### src/rtl/multiplier.sv
// Memory-mapped shift-free multiplier: product = A added to itself B times, one add per clock.
// Build option MULT_FAST_SWAP_EN: iterate over min(A,B) instead of B (same result, shorter run).
module multiplier #(
  parameter int DATA_W = 32,
  parameter int LED_W  = 8
) (
  input  logic              clk,
  input  logic              rst,
  input  logic              wstrb,
  input  logic              rstrb,
  input  logic [1:0]        sel,
  input  logic [DATA_W-1:0] wdata,
  output logic [DATA_W-1:0] rdata,
  output logic              wbusy,
  output logic              rbusy,
  output logic [LED_W-1:0]  LED,
  output logic              state_dbg
);

  // Bus handshake: a write happens on every rising clk edge with wstrb=1 (no
  // acknowledge); reads are a pure combinational mux on sel and never stall.
  // wbusy=1 means A/B/CTRL writes are dropped until the run completes.

  localparam logic [1:0] SEL_A      = 2'b00;
  localparam logic [1:0] SEL_B      = 2'b01;
  localparam logic [1:0] SEL_CTRL   = 2'b10;
  localparam logic [1:0] SEL_RESULT = 2'b11;

  typedef enum logic {
    IDLE = 1'b0,
    RUN  = 1'b1
  } state_t;

  state_t            state;
  logic [DATA_W-1:0] a;
  logic [DATA_W-1:0] b;
  logic [DATA_W-1:0] addend;
  logic [DATA_W-1:0] acc;
  logic [DATA_W-1:0] cnt;
  logic [DATA_W-1:0] result;
  logic              busy;
  logic              done;

  logic [DATA_W-1:0] start_addend;
  logic [DATA_W-1:0] start_count;
  logic              unused_rstrb;

  assign unused_rstrb = rstrb;

`ifdef MULT_FAST_SWAP_EN
  // Loop over the smaller operand; addition is commutative so the product is unchanged.
  always_comb begin
    start_addend = a;
    start_count  = b;
    if (a < b) begin
      start_addend = b;
      start_count  = a;
    end
  end
`else
  always_comb begin
    start_addend = a;
    start_count  = b;
  end
`endif

  always_ff @(posedge clk or negedge rst) begin
    if (!rst) begin
      state  <= IDLE;
      a      <= '0;
      b      <= '0;
      addend <= '0;
      acc    <= '0;
      cnt    <= '0;
      result <= '0;
      busy   <= 1'b0;
      done   <= 1'b0;
    end else begin
      case (state)
        IDLE: begin
          if (wstrb) begin
            case (sel)
              SEL_A: a <= wdata;
              SEL_B: b <= wdata;
              SEL_CTRL: begin
                if (wdata[0]) begin
                  addend <= start_addend;
                  cnt    <= start_count;
                  acc    <= '0;
                  busy   <= 1'b1;
                  done   <= 1'b0;
                  state  <= RUN;
                end
              end
              default: ;
            endcase
          end
        end
        RUN: begin
          // The cnt==0 cycle is the extra one that publishes the product.
          if (cnt != '0) begin
            acc <= acc + addend;
            cnt <= cnt - 1'b1;
          end else begin
            result <= acc;
            busy   <= 1'b0;
            done   <= 1'b1;
            state  <= IDLE;
          end
        end
        default: state <= IDLE;
      endcase
    end
  end

  always_comb begin
    rdata = '0;
    case (sel)
      SEL_A:      rdata = a;
      SEL_B:      rdata = b;
      SEL_CTRL:   rdata = {{(DATA_W-2){1'b0}}, done, busy};
      SEL_RESULT: rdata = result;
      default:    rdata = '0;
    endcase
  end

  assign wbusy     = busy;
  assign rbusy     = 1'b0;
  assign LED       = result[LED_W-1:0];
  assign state_dbg = (state == RUN);

endmodule

### config.mk
export PLATFORM = sky130hd
export DESIGN_NAME = multiplier
export DESIGN_NICKNAME = d
export VERILOG_FILES = /design/src/rtl/multiplier.sv
export SDC_FILE = /design/constraint.sdc
export NUM_CORES = 1
export LEC_CHECK = 0
export BUFFER_PORTS_ARGS = -buffer_cell sky130_fd_sc_hd__buf_4
export CAP_MARGIN = 20
export CELL_PAD_IN_SITES_DETAIL_PLACEMENT = 0
export CELL_PAD_IN_SITES_GLOBAL_PLACEMENT = 1
export CORE_MARGIN = 2
export CORE_UTILIZATION = 48
export CTS_CLUSTER_DIAMETER = 120
export DETAILED_ROUTE_END_ITERATION = 7
export GPL_ROUTABILITY_DRIVEN = 0
export PLACE_DENSITY = 0.81
export SYNTH_ARGS = -nofsm -noshare
export SYNTH_HDL_FRONTEND = slang
export SYNTH_SLANG_ARGS = --single-unit
export TNS_END_PERCENT = 20
### constraint.sdc
create_clock -name clk -period 3.7 [get_ports clk]
set_input_delay 0.185 -clock clk [delete_from_list [all_inputs] [get_ports clk]]
set_output_delay 0.185 -clock clk [all_outputs]
set_load 0.01 [all_outputs]
Word-level counts from Yosys, hierarchy flattened. Cells that the tools add are included.

Add/subtract/negate cells: 2. Eq/ne operators: 8. Mux-type cells: 26. Bitwise operators: 2. Reductions and logical operators: 8.

Operator list (number): 32-bit 2-to-1 mux (8); 32-bit case mux with 2 select lines (2); 32-bit case mux with 4 select lines (1); 32-bit adder (1); 32-bit nonzero test (1); 32-bit by 1-bit subtractor with 32-bit output (second input constant) (1); 1-bit 2-to-1 mux (12); 4-bit AND reduction (3); 2-bit != test (second input constant) (3); 1-bit case mux with 2 select lines (3); 3-bit AND reduction (2); 2-bit == test (second input constant) (2); 2-bit by 1-bit != test with 1-bit output (second input constant) (2); 2-bit by 1-bit == test with 1-bit output (second input constant) (1); 2-bit zero test (1); 1-bit inverter (2); 2-bit AND reduction (1).

Register bits after elaboration: 195. Input port bits: 38.

Longest topological paths before layout.
Depth in word-level cells: 4. Gate-level depth with buffers: 12. Depth with buffers taken out: 12.

Least setup slack after synthesis. Ideal clock, no wire load.

Path kind: register to register. Start: register addend[13]. End: register acc[26]. Library setup time: 133 ps. Data arrival time: 2477 ps. Required time: 3567 ps. Setup slack: 1090 ps. Stages on the path, launching flop included: 11. Period minus slack after synthesis: 2610 ps. Cells stage by stage: dfrtp_1 -> ha_1 -> a21o_1 -> or4_1 -> o21ai_0 -> o21ai_0 -> a211oi_1 -> o31ai_1 -> a21oi_1 -> xor2_1 -> o21ai_0.

Cells in the longest elaborated chain, start to end: 3.

RTL lines: from (decl) (RTL line 37) `logic [DATA_W-1:0] addend;`; from (signal assigned) (RTL line 87) `addend <= start_addend;`; 32-bit adder (RTL line 102) `acc <= acc + addend;`; 32-bit 2-to-1 mux (RTL line 101) `if (cnt != '0) begin`; 32-bit case mux with 2 select lines (RTL line 79) `case (state)`; to (signal assigned) (RTL line 102); to (decl) (RTL line 38) `logic [DATA_W-1:0] acc;`.

No other way between the ends. The select of a mux whose other input is x is not followed. A chain may end at the register's enable or synchronous reset.

Worst setup path after layout.
Start: register cnt[16]. End: register cnt[29].

Cells in the longest elaborated chain, start to end: 3. Elaborated cells on any way between the ends: 6.

RTL lines: from (decl) (RTL line 39) `logic [DATA_W-1:0] cnt;`; from (signal assigned) (RTL line 88) `cnt <= start_count;`; from (signal assigned) (RTL line 103) `cnt <= cnt - 1'b1;`; 32-bit by 1-bit subtractor with 32-bit output or 32-bit nonzero test (tied branches) (RTL line 103, 101); 32-bit 2-to-1 mux or 2-bit by 1-bit != test with 1-bit output (tied branches); 32-bit case mux with 2 select lines or 4-bit AND reduction (tied branches).

Parallel ways exist; a longest one is shown, timed or not. The select of a mux whose other input is x is not followed.

==> metrics.txt <==
vias in the first global route 7684; Pre-antenna DRT Iters 5; post-synth cell types 69; final setup margin 590 ps; share of flip-flops with an asynchronous set or reset 1.00; Total GRT Usage 0.246; met3 GRT Util 0.0322; I/O pin cnt 81; Switching Share 0.377; DRT iter0 DRCs 530; status finished clean; CTS tree built; CTS root buf clkbuf_16; final clock skew 16.0 ps; ratio of total power to cell area 718 nW/um^2; Wirelength per Cell 19.2 um; Post-Route WL 27000 um; Worst Tran Pin Value 879 ps; global-route wire length before repair 43100 um; number of remaining DRC errors 0; most common cell after layout, fill and taps aside dfrtp_1; Most Used Layer, Global Route met1; P_leak 5.52 nW; area growth from synthesis to layout 15.6%; Yosys reg bits 195; TritonCTS buffer count 17; met2 Use GR 0.356; R2R setup slack 590 ps; synthesized area 10400 um^2; synth warn 0; Worst Path Class, Setup reg -> reg; Post-CTS Resized 0; worst slack, placed 638 ps; Setup TNS 0 ps; Syn Nets 1123; WHS 10.0 ps; met1 Use GR 0.387; PortBufs 78; Core Footprint 21200 um^2; Min Clock Period, post-route 3110 ps; RSZ-0062 raised after global routing no; Critical Path AT 3450 ps; Worst setup SP type flop; clock share of power 0.216; EDFF count, synth 0; vias per cell 5.77; share of cells above drive strength 1 0.212; Worst Setup End Kind flop; Max Freq 0.322 GHz; Gate power share 0.364; antenna violations before repair 0; Worst-Skew Late Latency 440 ps; Slew Viols, Final 0; worst vdd ir 0.310 mV; Sink Count 195; Antenna Violating Nets Remaining 0; Die W 151 um; clk slew on worst S/H paths 70 ps; Hold-fix buffers, CTS 21; commonest cells after routing, fill and taps aside 195 x dfrtp_1, 173 x nand2_1, 109 x o21ai_0; worst hold path type in -> reg; post-synthesis sequential area ratio 0.470; hpwl dp 18500 um; Tcrit/Tclk final 0.841; GRT overflow 0; sequential share of power 0.420; CP max FO 44; largest net degree at the start of global routing 109; CTS max path bufs 2; H-tree depth 4; Initial Utilization 0.491; Most used DFF post-synth dfrtp_1; Setup Fix Bufs, Post-CTS 0; slew margin rel. 0.414; detailed-route via count 8126; Net Switching 3.25 mW; Final nets 1194; Avg Cell Area, Syn 9.89 um^2; final hold vios 0; n_diodes 0; Synth Instances 1051; die height 151 um; Critical Path RT 4040 ps; max-cap violations 0; # rows 53; setup violators final 0; die area 22800 um^2; Internal Power 5.37 mW
## area by class of cell
class                           instances  area [um^2]
Clock buffer                           21          460
Clock inverter                         10          124
Fill cell                            1849         9140
Inverter                               12         45.0
Multi-Input combinational cell        780         5200
Sequential cell                       195         4880
Tap cell                              275          344
Timing Repair Buffer                  116          960
## state kept, by name, summed over array words and instances (netlist names)
register	flops
wbusy	1
addend	32
result	32
acc	32
done	1
a	32
state_dbg	1
b	32
cnt	32
## worst max-delay path: stages, from the launching register on
cell and delay (ps):
dfrtp_1 440, or4_1 540, nor2_1 160, nand4_1 230, nor3_4 310, a21oi_2 120
nor2_4 340, inv_2 410, nand2_1 160, mux2i_1 80, a211oi_1 220
## synthesized netlist by cell type (all sizes together) (5+ instances only)
cell,n,share of area
o211ai,6,0.0043
ha,33,0.040
nor3b,12,0.011
mux2i,32,0.031
xnor2,12,0.010
mux2,96,0.10
nand2,173,0.062
nand4,8,0.0048
clkbuf,47,0.017
o21ai,110,0.053
nand3,53,0.026
o22ai,22,0.013
dfrtp,195,0.47
inv,12,0.0043
or4,5,0.0040
a21o,21,0.015
or3,5,0.0035
buf,17,0.011
nor2,33,0.013
xor2,14,0.012
a211oi,5,0.0036
nor3,20,0.012
a21oi,63,0.031
## power by group through the flow
stage | Clock (mW) | Sequential [mW] | Combinational [mW]
2_1_floorplan | 0 | 3.40 | 2.33
3_3_place_gp | 0 | 3.61 | 3.03
3_5_place_dp | 0 | 3.64 | 3.10
4_1_cts | 1.90 | 3.61 | 3.13
5_1_grt | 1.98 | 3.74 | 3.53
6_report | 1.86 | 3.62 | 3.14
## kinds of logic after synthesis
kind of cell,Yosys count,synth area share
fa+ha+maj,34,0.0417
buf+inv,76,0.0319
compound gates,258,0.145
other cells,1,0.000361
xor+xnor,26,0.0219
simple gates,331,0.150
mux,130,0.139
flops,195,0.470
## metrics by stage
stage	instance area, um^2	total power, mW	instances	utilization
floorplan	10400	5.73	1051	-
global route	12000	9.26	1409	0.568
CTS	12000	8.64	1407	0.567
detailed placement	11200	6.74	1355	0.529
finish	12000	8.62	1409	0.568
global placement	11200	6.65	1355	0.529
## per-layer routing
metal | vias to the layer above | part of all wire
met5 | - | 0
met4 | 0 | 0.014
met3 | 30 | 0.039
met2 | 187 | 0.44
met1 | 4009 | 0.51
li1 | 3900 | -
## worst paths after layout
path,startpoint,end,cells after the start
setup / recovery,cnt[16],cnt[29],10
setup reg to reg,cnt[16],cnt[29],10
hold / removal,wdata[7],b[7],2
max in group asynchronous,rst,addend[21],3
min in group asynchronous,rst,result[7],2
hold reg to reg,done,done,2
No activity file was read; power rests on OpenSTA's default activity.
